**config.mk**
```make
export PLATFORM = sky130hd
export DESIGN_NAME = frog_judge
export DESIGN_NICKNAME = d
export VERILOG_FILES = /design/src/rtl/frog_judge.sv
export SDC_FILE = /design/constraint.sdc
export NUM_CORES = 1
export LEC_CHECK = 0
export ABC_CLOCK_PERIOD_IN_PS = 2450
export CAP_MARGIN = 40
export CORE_AREA = 2 2 76 78
export DETAILED_ROUTE_END_ITERATION = 7
export DIE_AREA = 0 0 78 80
export PLACE_DENSITY = 0.79
export SLEW_MARGIN = 20
export SYNTH_ARGS = -nofsm -noshare
export SYNTH_HDL_FRONTEND = slang
export SYNTH_SLANG_ARGS = --single-unit
```
**constraint.sdc**
```tcl
create_clock -name frame_clk -period 2.45 [get_ports frame_clk]
set_input_delay 0.3675 -clock frame_clk [delete_from_list [all_inputs] [get_ports frame_clk]]
set_output_delay 0.3675 -clock frame_clk [all_outputs]
set_load 0.01 [all_outputs]
```
**src/rtl/frog_judge.sv**
```systemverilog
// Frogger rules referee: judges death/win per frame, tracks lives, home slots
// and the per-life timer, and forwards log carry to the frog position logic.
module frog_judge #(
  parameter int unsigned LIVES_INIT = 3,
  parameter int unsigned TIME_LIMIT = 1800,
  parameter int unsigned DIE_HOLD   = 60,
  parameter int unsigned WATER_YMIN = 72,
  parameter int unsigned WATER_YMAX = 216,
  parameter int unsigned HOME_Y     = 24
) (
  input  logic              frame_clk,
  input  logic              Reset_n,
  input  logic [9:0]        BallX,
  input  logic [9:0]        BallY,
  input  logic [7:0]        counter,
  input  logic              unpaused,
  input  logic              manualreset,
  input  logic              hazard,
  input  logic              on_log,
  input  logic signed [9:0] log_dx,
  output logic signed [9:0] carry_dx,
  output logic              dead,
  output logic              win,
  output logic [1:0]        lives,
  output logic [4:0]        home_filled,
  output logic [10:0]       time_left,
  output logic              game_over
);

  localparam int unsigned XW = 10;
  localparam int unsigned CW = 8;
  localparam int unsigned LW = 2;
  localparam int unsigned SW = 5;
  localparam int unsigned TW = 11;
  localparam int unsigned HW = (DIE_HOLD > 0) ? $clog2(DIE_HOLD + 1) : 1;

  typedef enum logic [1:0] {
    S_PLAY     = 2'd0,
    S_DYING    = 2'd1,
    S_WIN_HOLD = 2'd2,
    S_OVER     = 2'd3
  } state_t;

  state_t               r_state;
  state_t               w_state_nxt;
  logic [LW-1:0]        r_lives;
  logic [SW-1:0]        r_home;
  logic [TW-1:0]        r_time;
  logic [HW-1:0]        r_hold;
  logic signed [XW-1:0] r_carry;
  logic                 r_dead;
  logic                 r_win;

  logic                 w_landed;
  logic                 w_in_water;
  logic                 w_home_row;
  logic [SW-1:0]        w_slot_hit;
  logic                 w_die_cond;
  logic                 w_win_cond;
  logic                 w_hold_done;
  logic                 w_die;
  logic                 w_win;
  logic signed [XW-1:0] w_carry_nxt;

  // Playfield geometry decode
  assign w_landed      = (counter == CW'(0)) || (counter > CW'(15));
  assign w_in_water    = (BallY >= XW'(WATER_YMIN)) && (BallY <= XW'(WATER_YMAX));
  assign w_home_row    = (BallY == XW'(HOME_Y));
  assign w_slot_hit[0] = (BallX >= XW'(63))  && (BallX <= XW'(90));
  assign w_slot_hit[1] = (BallX >= XW'(178)) && (BallX <= XW'(205));
  assign w_slot_hit[2] = (BallX >= XW'(295)) && (BallX <= XW'(323));
  assign w_slot_hit[3] = (BallX >= XW'(411)) && (BallX <= XW'(439));
  assign w_slot_hit[4] = (BallX >= XW'(527)) && (BallX <= XW'(555));

  // Slots never overlap, so "no free slot hit" covers both a miss and a filled slot
  assign w_die_cond = (w_landed && hazard)
                   || (w_landed && w_in_water && !on_log)
                   || (w_in_water && ((BallX < XW'(4)) || (BallX > XW'(635))))
                   || (w_landed && w_home_row && ((w_slot_hit & ~r_home) == '0))
                   || (r_time == '0);
  assign w_win_cond  = w_landed && w_home_row && ((w_slot_hit & ~r_home) != '0);
  assign w_hold_done = (r_hold <= HW'(1));

  always_ff @(posedge frame_clk or negedge Reset_n) begin
    if (!Reset_n) r_state <= S_PLAY;
    else          r_state <= w_state_nxt;
  end

  always_comb begin
    w_state_nxt = r_state;
    w_die       = 1'b0;
    w_win       = 1'b0;
    case (r_state)
      S_PLAY: begin
        if (unpaused && w_die_cond) begin
          w_die       = 1'b1;
          w_state_nxt = S_DYING;
        end else if (unpaused && w_win_cond) begin
          w_win       = 1'b1;
          w_state_nxt = S_WIN_HOLD;
        end
      end
      S_DYING:    if (w_hold_done) w_state_nxt = (r_lives == '0) ? S_OVER : S_PLAY;
      S_WIN_HOLD: if (w_hold_done) w_state_nxt = S_PLAY;
      default:    w_state_nxt = S_OVER;
    endcase
    if (manualreset) begin
      w_state_nxt = S_PLAY;
      w_die       = 1'b0;
      w_win       = 1'b0;
    end
  end

  always_comb begin
    game_over   = (r_state == S_OVER);
    w_carry_nxt = '0;
    if ((r_state == S_PLAY) && unpaused && on_log && w_in_water) w_carry_nxt = log_dx;
  end

  // Lives, home slots, life timer, hold counter and event pulses
  always_ff @(posedge frame_clk or negedge Reset_n) begin
    if (!Reset_n) begin
      r_lives <= LW'(LIVES_INIT);
      r_home  <= '0;
      r_time  <= TW'(TIME_LIMIT);
      r_hold  <= '0;
      r_carry <= '0;
      r_dead  <= 1'b0;
      r_win   <= 1'b0;
    end else if (manualreset) begin
      r_lives <= LW'(LIVES_INIT);
      r_home  <= '0;
      r_time  <= TW'(TIME_LIMIT);
      r_hold  <= '0;
      r_carry <= '0;
      r_dead  <= 1'b0;
      r_win   <= 1'b0;
    end else begin
      r_dead  <= w_die;
      r_win   <= w_win;
      r_carry <= w_carry_nxt;
      case (r_state)
        S_PLAY: begin
          if (w_die) begin
            r_lives <= (r_lives == '0) ? '0 : r_lives - LW'(1);
            r_hold  <= HW'(DIE_HOLD);
          end else if (w_win) begin
            r_home <= r_home | w_slot_hit;
            r_hold <= HW'(DIE_HOLD);
          end else if (unpaused) begin
            r_time <= r_time - TW'(1);
          end
        end
        S_DYING, S_WIN_HOLD: begin
          if (w_hold_done) begin
            r_hold <= '0;
            r_time <= TW'(TIME_LIMIT);
            if ((r_state == S_WIN_HOLD) && (r_home == '1)) r_home <= '0;
          end else begin
            r_hold <= r_hold - HW'(1);
          end
        end
        default: r_hold <= '0;
      endcase
    end
  end

  assign lives       = r_lives;
  assign home_filled = r_home;
  assign time_left   = r_time;
  assign carry_dx    = r_carry;
  assign dead        = r_dead;
  assign win         = r_win;

endmodule

```
==> metrics.txt <==
dominant synthesized flop cell=dfrtp_1; width of the die=78 µm; ANT cells=0; total grt overflow=0; drt pass-1 iters=4; Reg clk slew, reported paths=roughly 80 ps; crit path capture type=flop; Final Hold Fails=0; IO Count=75; WS Path Type=primary input to flop; Antenna Nets Post-Route=0; Setup TNS=0 ps; PnR worst setup slack=between 70 and 80 ps; Area growth syn-to-layout=52.9%; Netlist cell types=61; largest net degree at the start of global routing=39; worst r2r dst=time_left[10]$_DFFE_PN1P_; FF-to-FF setup slack=around 320 ps; max-cap violations=0; antenna violations before repair=0; initial core utilization=45.9%; Die Area=6240 µm²; initial DRC count=around 220; worst-case reg-to-reg path depth=9; relative slew slack=about three quarters; Vias/cell=roughly 5.6; status=finished clean; Post-route DRC=0; Final nets=451; metal2 WL=~3.4 mm; Gate Count Post-Synth=287; cell-internal power=roughly 1600 µW; power per cell area=roughly 690 nW/µm²; sequential cell area fraction in the yosys report=approximately two fifths; commonest cells after routing, fill and taps aside=clkdlybuf4s50_1 (71), buf_4 (40), dfrtp_1 (32); startpoint types=primary input; Critical Path Source=counter[7]; Syn Nets=338; switching part of the total power=between 30 and 40%; Comb pwr share=between 40% and 50%; Clock Latency Late Sink=290 ps; Setup crit end=time_left[5]$_DFFE_PN0P_; most common cell after layout, fill and taps aside=clkdlybuf4s50_1; RSZ-0062 raised after global routing=false; WL final=around 6.9 mm; Final period util=a little over nine tenths; Place WS=-269 ps; global-route wire length before repair=around 12 mm; maximum VDD drop=between 0.3 and 0.4 mV; Layout fillers=450; Die H=80 µm; Worst path max stage delay=between 500 and 600 ps; DR top layer=met4; WL/cell=between 10 and 15 µm; proportion of layout cells with a drive suffix above 1=around a fifth; RR Startpoint=time_left[1]$_DFFE_PN0P_; Min-Delay Path Class=primary input to async pin; Min Hold Slack=around 470 ps; worst slew pin tran=383 ps; Max clock buf depth=2; fmax=roughly 420 MHz; crit path DAT=about 2600 ps; met3 WL=between 400 and 500 µm; critical path fanouts, max=7; Net Switching=just over 1000 µW; min cycle time layout=approximately 2400 ps; CP Cell Sequence=clkdlybuf4s50_1 > or4_4 > nor2_4 > o221ai_2 > a211o_1 > a21oi_4 > o21ai_1 > a32o_1; met1 WL=2.94 mm; Worst Skew=around 8.9 ps; asr flop ratio synth=100%; clock power share=approximately a fifth; setup violators final=0; Post-DP HPWL=between 5 and 6 mm; post-synthesis register bit count=38; max-slew violation count=0; Post-synth EDFFs=0; number of global-route vias before repair=about 2700; Syn Area/Cell=just under 9 µm²; Std-Cell Rows=27; mapped cell area=2480 µm²; CTS tree=yes; total number of vias=2672; CTS Root Cell=clkbuf_8; clock sink total=38; static leakage=~0.0016 µW; Worst path slowest cell=or4_4; CTS buffer count=5; GPL Wtd Cong=around 0.84; H-tree levels=2; Seq pwr share=between 30% and 40%; Synth warnings=0; Worst EP required=between 2000 and 3000 ps; IO buf count=74; placeable core area=roughly 5400 µm²; Global Route Usage Sum=around 23%
==> timing repair <==
| action | 4_1_cts | 5_1_grt |
|---|---|---|
| endpoints found under the hold margin | 0 | 9 |
| hold buffers | 0 | 1 |
| resized for setup | 0 | 16 |
| buffers inserted | 0 | 1 |
| setup endpoints to repair | 0 | 19 |
==> worst max-delay path: cells and delay by family <==
family	cells	cell delay, ps
buf+inv	1	400
simple gates	2	670
compound gates	5	1110
==> stage by stage <==
| step | util [%] | instance area [µm²] | total power [µW] | cells |
|---|---|---|---|---|
| after floorplan | - | 2480 | 1540 | 287 |
| after global placement | 66.0 | 3570 | 1990 | 462 |
| after detailed placement | 66.0 | 3570 | 2030 | 462 |
| after CTS | 68.0 | 3680 | 2560 | 470 |
| after global routing | 70.2 | 3790 | 2820 | 473 |
| final | 70.2 | 3790 | 2610 | 473 |
==> registers in the layout, summed over array words and instances, names as in the netlist <==
| signal | flops |
|---|---|
| r_hold | 6 |
| dead | 1 |
| carry_dx | 10 |
| lives | 2 |
| r_state | 2 |
| home_filled | 5 |
| win | 1 |
| time_left | 11 |
==> power by group through the flow <==
stage	Combinational (µW)	Clock [µW]	Sequential [µW]
global route	1400	569	841
global placement	1160	0	827
floorplan	712	0	831
finish	1260	522	826
CTS	1200	528	823
detailed placement	1200	0	833
==> metal layers <==
layer,global-route usage (%),vias to the layer above
li1,-,1303
met1,27.1,1250
met2,41.4,107
met3,4.64,12
met4,10.0,0
met5,0,-
==> cell type report <==
cell class	count	area, µm²	area share [%]
multi-input cells	221	1480	39.1
repair buffers	118	1090	28.8
flip-flops and latches	38	958	25.3
well taps	72	90.1	2.38
clock buffers	5	68.8	1.81
inverters	16	60.1	1.58
clock inverters	3	40.0	1.06
==> cells by family after synthesis <==
kind of cell,count (synthesis),synth area share [%]
adder cells (fa/ha/maj),7,3.53
multiplexers,1,0.404
buffers and inverters,28,4.29
AND/OR/NAND/NOR,131,28.4
flip-flops,38,38.6
AO/OA/AOI/OAI,82,24.8
==> worst min path at each step <==
stage / start / endpoint / slack, ps / cells past startpoint
after floorplan: Reset_n / carry_dx[0]$_DFF_PN0_ / 70 / 0
after detailed placement: Reset_n / r_hold[5]$_DFFE_PN0P_ / 510 / 1
final: Reset_n / home_filled[2]$_DFFE_PN0P_ / 470 / 2
after global placement: Reset_n / r_hold[3]$_DFFE_PN0P_ / 510 / 1
after global routing: Reset_n / r_hold[3]$_DFFE_PN0P_ / 500 / 2
after CTS: Reset_n / r_hold[0]$_DFFE_PN0P_ / 190 / 1
==> synthesized netlist by cell type (all sizes together), types with 3 or more instances <==
library cell	number	area share, %
nand2b	3	0.76
a32o	3	1.2
a31oi	5	1.3
dfrtp	32	32
nor3	15	3.0
nand4	4	1.0
and2	11	2.8
a311oi	3	1.3
a21o	3	0.91
a21oi	13	3.1
o21a	3	0.91
inv	16	2.4
o211ai	3	0.91
nand3	10	2.0
clkbuf	10	1.5
nor2b	5	1.3
o311a	5	2.0
nor2	33	5.2
o21ai	17	3.4
nand2	20	3.0
or2	3	0.76
a32oi	4	1.4
and4	4	1.4
dfstp	6	6.4
ha	7	3.5
nor4	9	2.5
(Power assumes the default switching activity.)
